`config.mk`:
```
export PLATFORM = sky130hd
export DESIGN_NAME = vrf_elem_sequencer_flat
export DESIGN_NICKNAME = d
export VERILOG_FILES = /design/src/rtl/vrf_elem_sequencer_if.sv /design/src/rtl/vrf_elem_sequencer.sv /design/src/flat_wrapper.sv
export SDC_FILE = /design/constraint.sdc
export NUM_CORES = 1
export LEC_CHECK = 0
export CAP_MARGIN = 20
export CORE_AREA = 2 2 133 135
export CTS_CLUSTER_SIZE = 24
export DETAILED_ROUTE_END_ITERATION = 16
export DIE_AREA = 0 0 135 137
export REMOVE_ABC_BUFFERS = 1
export SETUP_SLACK_MARGIN = 0.02
export SYNTH_ARGS = -nofsm -noshare
export SYNTH_HDL_FRONTEND = slang
export SYNTH_SLANG_ARGS = --single-unit
```
`constraint.sdc`:
```
create_clock -name clk_i -period 1.64 [get_ports clk_i]
set_input_delay 0.246 -clock clk_i [delete_from_list [all_inputs] [get_ports clk_i]]
set_output_delay 0.246 -clock clk_i [all_outputs]
set_load 0.02 [all_outputs]
```
`src/rtl/vrf_elem_sequencer_if.sv`:
```
// Purpose: bundles the op-request handshake, the register-file read/write ports
//          and the execution-unit result bus of the element sequencer.
// Ports:   master = sequencer view, slave = op source / register file / exe unit view.
interface vrf_elem_sequencer_if #(
    parameter int els_p   = 32,
    parameter int vlen_p  = 8,
    parameter int vdw_p   = 32,
    parameter int lanes_p = 4
);
    localparam int v_addr_width_lp     = (els_p > 1) ? $clog2(els_p) : 1;
    localparam int local_addr_width_lp = (vlen_p > 1) ? $clog2(vlen_p) : 1;
    localparam int vl_width_lp         = $clog2(vlen_p + 1);

    // op request
    logic                                   v_i;
    logic                                   ready_o;
    logic [v_addr_width_lp-1:0]             vs0_i;
    logic [v_addr_width_lp-1:0]             vs1_i;
    logic [v_addr_width_lp-1:0]             vs2_i;
    logic [v_addr_width_lp-1:0]             vd_i;
    logic [vl_width_lp-1:0]                 vl_i;

    // register-file read side
    logic [v_addr_width_lp-1:0]             r_reg0_addr_o;
    logic [v_addr_width_lp-1:0]             r_reg1_addr_o;
    logic [v_addr_width_lp-1:0]             r_reg2_addr_o;
    logic [lanes_p*local_addr_width_lp-1:0] r_addr_o;
    logic [lanes_p-1:0]                     r_v_o;

    // execution-unit result and register-file write side
    logic [lanes_p*vdw_p-1:0]               exe_data_i;
    logic [v_addr_width_lp-1:0]             w_reg_addr_o;
    logic [lanes_p*local_addr_width_lp-1:0] w_addr_o;
    logic [lanes_p*vdw_p-1:0]               w_data_o;
    logic [lanes_p-1:0]                     w_en_o;
    logic                                   done_o;

    modport master (
        input  v_i, vs0_i, vs1_i, vs2_i, vd_i, vl_i, exe_data_i,
        output ready_o, r_reg0_addr_o, r_reg1_addr_o, r_reg2_addr_o, r_addr_o, r_v_o,
        output w_reg_addr_o, w_addr_o, w_data_o, w_en_o, done_o
    );

    modport slave (
        output v_i, vs0_i, vs1_i, vs2_i, vd_i, vl_i, exe_data_i,
        input  ready_o, r_reg0_addr_o, r_reg1_addr_o, r_reg2_addr_o, r_addr_o, r_v_o,
        input  w_reg_addr_o, w_addr_o, w_data_o, w_en_o, done_o
    );
endinterface

```
`src/rtl/vrf_elem_sequencer.sv`:
```
// Purpose: walks one vector op over the register file in lane-wide beats, then writes results back.
// Latency: reads at T+1..T+nb after accept at T, writes exe_lat_p cycles after each read, done with last write.
// Backpressure: ready_o only in IDLE; one op at a time, no overlap. Ports: clk_i, reset_i (async, high), io (master).
// Constraints: vlen_p must be a multiple of lanes_p and exe_lat_p must be >= 1.
module vrf_elem_sequencer #(
    parameter int els_p     = 32,
    parameter int vlen_p    = 8,
    parameter int vdw_p     = 32,
    parameter int lanes_p   = 4,
    parameter int exe_lat_p = 2
) (
    input  logic                 clk_i,
    input  logic                 reset_i,
    vrf_elem_sequencer_if.master io
);
    localparam int v_addr_width_lp     = (els_p > 1) ? $clog2(els_p) : 1;
    localparam int local_addr_width_lp = (vlen_p > 1) ? $clog2(vlen_p) : 1;
    localparam int vl_width_lp         = $clog2(vlen_p + 1);
    localparam int beats_lp            = vlen_p / lanes_p;
    localparam int beat_width_lp       = (beats_lp > 1) ? $clog2(beats_lp) : 1;
    localparam int addr_bus_width_lp   = lanes_p * local_addr_width_lp;
    localparam int last_stage_lp       = exe_lat_p - 1;

    typedef enum logic [1:0] {IDLE, ISSUE, DRAIN, ZERO} state_e;

    // Element indices of every lane for a given beat.
    function automatic logic [addr_bus_width_lp-1:0] addr_f(input logic [beat_width_lp-1:0] b);
        logic [addr_bus_width_lp-1:0] a;
        a = '0;
        for (int l = 0; l < lanes_p; l++) begin
            a[l*local_addr_width_lp +: local_addr_width_lp] =
                local_addr_width_lp'(int'(b) * lanes_p + l);
        end
        return a;
    endfunction

    // Lanes whose element index falls inside the active vector length.
    function automatic logic [lanes_p-1:0] lane_mask_f(input logic [beat_width_lp-1:0] b,
                                                       input logic [vl_width_lp-1:0]   vl);
        logic [lanes_p-1:0] m;
        m = '0;
        for (int l = 0; l < lanes_p; l++) begin
            m[l] = ((int'(b) * lanes_p + l) < int'(vl));
        end
        return m;
    endfunction

    // Index of the final beat, ceil(vl/lanes_p)-1; only meaningful for vl >= 1.
    function automatic logic [beat_width_lp-1:0] last_beat_f(input logic [vl_width_lp-1:0] vl);
        int nb;
        nb = (int'(vl) + lanes_p - 1) / lanes_p;
        return beat_width_lp'(nb - 1);
    endfunction

    state_e                         state_q;
    logic [v_addr_width_lp-1:0]     vs0_q, vs1_q, vs2_q, vd_q;
    logic [vl_width_lp-1:0]         vl_q;
    logic [beat_width_lp-1:0]       beat_q;
    logic [beat_width_lp-1:0]       last_beat_q;
    logic [addr_bus_width_lp-1:0]   r_addr_q;
    logic [lanes_p-1:0]             r_v_q;
    logic                           zero_done_q;

    // Write pipe: one entry per read beat, shifted every cycle; the last stage is the write port.
    logic [exe_lat_p-1:0]                     pipe_v_q;
    logic [exe_lat_p-1:0]                     pipe_last_q;
    logic [exe_lat_p-1:0][beat_width_lp-1:0]  pipe_beat_q;
    logic [exe_lat_p-1:0][lanes_p-1:0]        pipe_mask_q;

    logic [vl_width_lp-1:0]         vl_clamped;
    logic [beat_width_lp-1:0]       beat_nxt;
    logic                           issuing;
    logic                           final_write;
    logic [lanes_p*vdw_p-1:0]       exe_data;

    always_comb begin
        vl_clamped = io.vl_i;
        if (io.vl_i > vl_width_lp'(vlen_p)) begin
            vl_clamped = vl_width_lp'(vlen_p);
        end
    end

    assign beat_nxt    = beat_q + beat_width_lp'(1);
    assign issuing     = (state_q == ISSUE);
    assign final_write = pipe_last_q[last_stage_lp];

    always_ff @(posedge clk_i or posedge reset_i) begin
        if (reset_i) begin
            state_q     <= IDLE;
            vs0_q       <= '0;
            vs1_q       <= '0;
            vs2_q       <= '0;
            vd_q        <= '0;
            vl_q        <= '0;
            beat_q      <= '0;
            last_beat_q <= '0;
            r_addr_q    <= '0;
            r_v_q       <= '0;
            zero_done_q <= 1'b0;
            pipe_v_q    <= '0;
            pipe_last_q <= '0;
            pipe_beat_q <= '0;
            pipe_mask_q <= '0;
        end else begin
            // Stage 0 captures the beat currently presented on the read port.
            pipe_v_q[0]    <= issuing;
            pipe_last_q[0] <= issuing && (beat_q == last_beat_q);
            pipe_beat_q[0] <= beat_q;
            pipe_mask_q[0] <= issuing ? r_v_q : '0;
            for (int s = 1; s < exe_lat_p; s++) begin
                pipe_v_q[s]    <= pipe_v_q[s-1];
                pipe_last_q[s] <= pipe_last_q[s-1];
                pipe_beat_q[s] <= pipe_beat_q[s-1];
                pipe_mask_q[s] <= pipe_mask_q[s-1];
            end

            zero_done_q <= 1'b0;

            case (state_q)
                IDLE: begin
                    if (io.v_i) begin
                        vs0_q  <= io.vs0_i;
                        vs1_q  <= io.vs1_i;
                        vs2_q  <= io.vs2_i;
                        vd_q   <= io.vd_i;
                        vl_q   <= vl_clamped;
                        beat_q <= '0;
                        if (vl_clamped == '0) begin
                            state_q     <= ZERO;
                            zero_done_q <= 1'b1;
                        end else begin
                            state_q     <= ISSUE;
                            last_beat_q <= last_beat_f(vl_clamped);
                            r_addr_q    <= addr_f('0);
                            r_v_q       <= lane_mask_f('0, vl_clamped);
                        end
                    end
                end
                ISSUE: begin
                    if (beat_q == last_beat_q) begin
                        state_q  <= DRAIN;
                        r_addr_q <= '0;
                        r_v_q    <= '0;
                    end else begin
                        beat_q   <= beat_nxt;
                        r_addr_q <= addr_f(beat_nxt);
                        r_v_q    <= lane_mask_f(beat_nxt, vl_q);
                    end
                end
                DRAIN: begin
                    // The final write is on the port this cycle; leave as it issues.
                    if (final_write) begin
                        state_q <= IDLE;
                        vs0_q   <= '0;
                        vs1_q   <= '0;
                        vs2_q   <= '0;
                        vd_q    <= '0;
                    end
                end
                ZERO: begin
                    state_q <= IDLE;
                    vs0_q   <= '0;
                    vs1_q   <= '0;
                    vs2_q   <= '0;
                    vd_q    <= '0;
                end
                default: state_q <= IDLE;
            endcase
        end
    end

    assign exe_data = io.exe_data_i;

    assign io.ready_o       = (state_q == IDLE);
    assign io.r_reg0_addr_o = vs0_q;
    assign io.r_reg1_addr_o = vs1_q;
    assign io.r_reg2_addr_o = vs2_q;
    assign io.r_addr_o      = r_addr_q;
    assign io.r_v_o         = r_v_q;
    assign io.w_reg_addr_o  = vd_q;
    assign io.w_addr_o      = pipe_v_q[last_stage_lp] ? addr_f(pipe_beat_q[last_stage_lp]) : '0;
    assign io.w_data_o      = exe_data;
    assign io.w_en_o        = pipe_mask_q[last_stage_lp];
    assign io.done_o        = final_write | zero_done_q;
endmodule

```
`src/flat_wrapper.sv`:
```
// flat-port wrapper written by rule: the top's interface ports become plain ports
module vrf_elem_sequencer_flat 
#(
    parameter int els_p     = 32,
    parameter int vlen_p    = 8,
    parameter int vdw_p     = 32,
    parameter int lanes_p   = 4,
    parameter int exe_lat_p = 2
)
  (clk_i, reset_i, io_v_i, io_vs0_i, io_vs1_i, io_vs2_i, io_vd_i, io_vl_i, io_exe_data_i, io_ready_o, io_r_reg0_addr_o, io_r_reg1_addr_o, io_r_reg2_addr_o, io_r_addr_o, io_r_v_o, io_w_reg_addr_o, io_w_addr_o, io_w_data_o, io_w_en_o, io_done_o);
  vrf_elem_sequencer_if #(.els_p(els_p), .vlen_p(vlen_p), .vdw_p(vdw_p), .lanes_p(lanes_p)) io_i ();
  input  logic clk_i;
  input  logic reset_i;
  input wire logic [$bits(io_i.v_i)-1:0] io_v_i;
  input wire logic [$bits(io_i.vs0_i)-1:0] io_vs0_i;
  input wire logic [$bits(io_i.vs1_i)-1:0] io_vs1_i;
  input wire logic [$bits(io_i.vs2_i)-1:0] io_vs2_i;
  input wire logic [$bits(io_i.vd_i)-1:0] io_vd_i;
  input wire logic [$bits(io_i.vl_i)-1:0] io_vl_i;
  input wire logic [$bits(io_i.exe_data_i)-1:0] io_exe_data_i;
  output wire logic [$bits(io_i.ready_o)-1:0] io_ready_o;
  output wire logic [$bits(io_i.r_reg0_addr_o)-1:0] io_r_reg0_addr_o;
  output wire logic [$bits(io_i.r_reg1_addr_o)-1:0] io_r_reg1_addr_o;
  output wire logic [$bits(io_i.r_reg2_addr_o)-1:0] io_r_reg2_addr_o;
  output wire logic [$bits(io_i.r_addr_o)-1:0] io_r_addr_o;
  output wire logic [$bits(io_i.r_v_o)-1:0] io_r_v_o;
  output wire logic [$bits(io_i.w_reg_addr_o)-1:0] io_w_reg_addr_o;
  output wire logic [$bits(io_i.w_addr_o)-1:0] io_w_addr_o;
  output wire logic [$bits(io_i.w_data_o)-1:0] io_w_data_o;
  output wire logic [$bits(io_i.w_en_o)-1:0] io_w_en_o;
  output wire logic [$bits(io_i.done_o)-1:0] io_done_o;
  assign io_i.v_i = io_v_i;
  assign io_i.vs0_i = io_vs0_i;
  assign io_i.vs1_i = io_vs1_i;
  assign io_i.vs2_i = io_vs2_i;
  assign io_i.vd_i = io_vd_i;
  assign io_i.vl_i = io_vl_i;
  assign io_i.exe_data_i = io_exe_data_i;
  assign io_ready_o = io_i.ready_o;
  assign io_r_reg0_addr_o = io_i.r_reg0_addr_o;
  assign io_r_reg1_addr_o = io_i.r_reg1_addr_o;
  assign io_r_reg2_addr_o = io_i.r_reg2_addr_o;
  assign io_r_addr_o = io_i.r_addr_o;
  assign io_r_v_o = io_i.r_v_o;
  assign io_w_reg_addr_o = io_i.w_reg_addr_o;
  assign io_w_addr_o = io_i.w_addr_o;
  assign io_w_data_o = io_i.w_data_o;
  assign io_w_en_o = io_i.w_en_o;
  assign io_done_o = io_i.done_o;
  vrf_elem_sequencer #(.els_p(els_p), .vlen_p(vlen_p), .vdw_p(vdw_p), .lanes_p(lanes_p), .exe_lat_p(exe_lat_p)) u_core (.clk_i(clk_i), .reset_i(reset_i), .io(io_i));
endmodule
```
==> flow_metrics.py, run 1 <==
metrics = {
    "run_status": {
        "status": "finished clean",
    },
    "setup_path": {
        "critPathSlowestCell": "clkdlybuf4s50_1",
        "cp_cell_sequence": "clkdlybuf4s50_1",
        "path_buf_inv": 1,
        "path_max_fanout": 2,
        "slowest_delay_ns": 0.67,
        "critPathLaunchType": "flip-flop",
        "cp.arrival_ns": 1.32,
        "crit_family": "buffers and inverters",
        "crit_required_ns": 1.39,
        "path_class": "reg -> out",
        "endpoint_kind": "output port",
    },
    "layout": {
        "num-fill-cells": 1878,
        "syn2layout_area_growth_pct": 5.80,
        "multiInputGateArea_um2": 638,
        "antenna_cells": 0,
        "nNetsFinal": 402,
        "final_cell_count_no_fill": 470,
        "seq_area_um2": 1230,
        "mostFrequentLayoutCell": "clkdlybuf4s50_1",
        "drive_above_1_share": 0.135,
        "design_area_um2": 3220,
        "most-common-layout-cells": "52 x clkdlybuf4s50_1, 49 x dfrtp_1, 20 x a22o_1",
    },
    "grt": {
        "grt_max_degree": 50,
        "grt_pass1_vias": 1782,
        "grt.total_usage": 0.275,
        "grt_antenna_before_repair": 0,
        "grt_pass1_wl_um": 29600,
        "gr-total-overflow": 0,
    },
    "die": {
        "core_area_um2": 17100,
        "ioPinCount": 337,
        "die_w_um": 135,
        "dieArea_um2": 18500,
        "rows": 48,
        "die_h_um": 137,
        "initial_core_util": 0.178,
    },
    "power": {
        "peakVddDrop_uv": 603,
        "power_density_nw_per_um2": 1920,
        "switching_share": 0.394,
        "power.share.combinational": 0.490,
        "p_clk_frac": 0.179,
        "internal_power_uw": 3750,
        "seq_power_share": 0.331,
        "total_power_uw": 6190,
        "net-switching-power_uw": 2440,
        "p_leak_uw": 0.00148,
    },
    "clocking": {
        "cts_tree": "done",
        "hold_buffers": 0,
        "htreeDepth": 2,
        "clk_latency_ns": 0.30,
        "clkTransAtPathRegs_ns": 0.08,
        "cts.sinks": 49,
        "clock_path_buffers": 2,
        "root_buffer": "clkbuf_16",
        "postCtsSetupRepairBufs": 0,
        "cts_buffers": 5,
    },
    "timing": {
        "fmax_mhz": 637,
        "setup_ws_ns": 0.0693,
        "hold_viol_final": 0,
        "final.setup.tns_ns": 0,
        "finalSetupViolations": 0,
        "fin_crit_sh": 0.958,
        "period_needed_ns": 1.57,
        "skew_ns": 0.00791,
        "slew_viol_final": 0,
        "rsz0062_at_grt": "true",
    },
    "routing": {
        "ant_nets": 0,
        "firstDrtPassIters": 4,
        "drt_wl_total_um": 26000,
        "wl_per_cell_um": 55.3,
        "vias_per_cell": 4.03,
        "drt_iter0_markers": 100,
        "dr_total_vias": 1893,
        "drc": 0,
    },
    "placement": {
        "port_buffers": 72,
        "dp_hpwl_um": 24300,
        "dp_slack_ns": -0.179,
        "place_congestion": 1.12,
        "place_inst": 462,
        "dpl_cell_area_um2": 3070,
    },
    "logic_synthesis": {
        "synthCells": 297,
        "avgSynthCellArea_um2": 10.2,
        "synth_cell_types": 36,
        "yosysTopAreaCellShare": 0.403,
        "synth_top_area_cell": "dfrtp_1",
        "synthArstFlopShare": 1.00,
        "ys_ff_latch": 49,
        "synth_seq_area_share": 0.403,
        "yosysWarnings": 0,
        "synthTopCellsByArea": "dfrtp_1 40%, buf_4 38%, a22o_1 5.8%",
        "ys.flop_type": "dfrtp_1",
        "synth_area_um2": 3040,
        "synth-edff-count": 0,
    },
    "worst_hold_path": {
        "min_path_type": "in -> async",
    },
    "flow_run": {
        "cap_violations": 0,
    },
}
-- metal layers --
metal	vias to the layer above	share of wire	GRT usage
li1	706	-	-
met1	858	0.12	0.0931
met2	304	0.53	0.515
met3	23	0.31	0.408
met4	2	0.028	0.0845
met5	-	0.0031	0.0361
-- flip-flops by register name, indices dropped and copies added, names as in the netlist, 4 cells and up --
register                 flops
u_core.io.r_v_o              4
u_core.io.r_reg0_addr_o      5
u_core.io.w_reg_addr_o       5
u_core.pipe_mask_q           4
u_core.vl_q                  4
u_core.io.w_en_o             4
u_core.io.r_reg1_addr_o      5
u_core.io.r_reg2_addr_o      5
-- layout make-up --
type / instances / area share
sequential: 49 / 0.381
timing repair buffer: 92 / 0.277
multi-input combinational: 89 / 0.198
tap: 225 / 0.0874
clock buffer: 5 / 0.0389
clock inverter: 3 / 0.00894
inverter: 7 / 0.00816
-- metrics by stage --
stage | hold slack [ns] | utilization
2_1_floorplan | 0.331 | -
3_3_place_gp | 0.337 | 0.180
3_5_place_dp | 0.336 | 0.180
4_1_cts | 0.309 | 0.188
5_1_grt | 0.323 | 0.189
6_report | 0.297 | 0.189
-- logic make-up (layout without fill, tap and decap cells) --
family | count (synthesis) | count (layout) | share of synthesized area
fa+ha+maj | 3 | 3 | 0.0123
other cells | 1 | 8 | 0.00123
flops | 49 | 49 | 0.403
compound gates | 42 | 42 | 0.111
buf+inv | 166 | 107 | 0.396
mux | 2 | 2 | 0.00699
simple gates | 33 | 33 | 0.0662
xor+xnor | 1 | 1 | 0.00288
-- worst paths after layout --
| path | slack [ns] | startpoint | endpoint | depth (start not counted) |
|---|---|---|---|---|
| setup / recovery | 0.07 | u_core.io.w_reg_addr_o[0] | io_w_reg_addr_o[0] | 1 |
| hold / removal | 0.30 | reset_i | u_core.io.w_en_o[2] | 3 |
| setup reg to reg | 0.10 | u_core.beat_q | u_core.io.r_v_o[1] | 5 |
| hold reg to reg | 0.35 | u_core.pipe_last_q[0] | u_core.pipe_last_q[1] | 0 |
| max in group asynchronous | 1.10 | reset_i | u_core.io.r_reg1_addr_o[4] | 3 |
| min in group clk_i | 0.35 | u_core.pipe_last_q[0] | u_core.pipe_last_q[1] | 0 |
-- power by group through the flow --
| stage | clock network (µW) | registers, µW | logic (µW) |
|---|---|---|---|
| 2_1_floorplan | 0 | 2540 | 969 |
| 3_3_place_gp | 0 | 2080 | 3070 |
| 3_5_place_dp | 0 | 2070 | 3130 |
| 4_1_cts | 1140 | 2050 | 3060 |
| 5_1_grt | 1190 | 2120 | 3230 |
| 6_report | 1110 | 2050 | 3030 |
-- synth_stat cells (3+ instances only) --
cell,n
buf_4,153
clkbuf_1,4
and2_1,7
nor2b_1,4
nand2_1,9
a22o_1,20
inv_1,7
dfrtp_1,49
ha_1,3
o21a_1,3
nor2_1,3
o21ai_0,6
-- repair_timing --
item                                   CTS  global route
setup endpoints to repair               17             9
gates resized for setup                 14             7
endpoints found under the hold margin    0             0
No activity file was read; power rests on OpenSTA's default activity.
==> run 2: changes to the inputs <==
--- a/config.mk
+++ b/config.mk
@@ -5,13 +5,13 @@
 export SDC_FILE = /design/constraint.sdc
 export NUM_CORES = 1
 export LEC_CHECK = 0
-export CAP_MARGIN = 20
 export CORE_AREA = 2 2 133 135
-export CTS_CLUSTER_SIZE = 24
+export CTS_CLUSTER_SIZE = 12
 export DETAILED_ROUTE_END_ITERATION = 16
 export DIE_AREA = 0 0 135 137
 export REMOVE_ABC_BUFFERS = 1
 export SETUP_SLACK_MARGIN = 0.02
+export SLEW_MARGIN = 20
 export SYNTH_ARGS = -nofsm -noshare
 export SYNTH_HDL_FRONTEND = slang
 export SYNTH_SLANG_ARGS = --single-unit
==> results of run 2 <==
Final layout, timing and power as in run 1 (identical DEF).
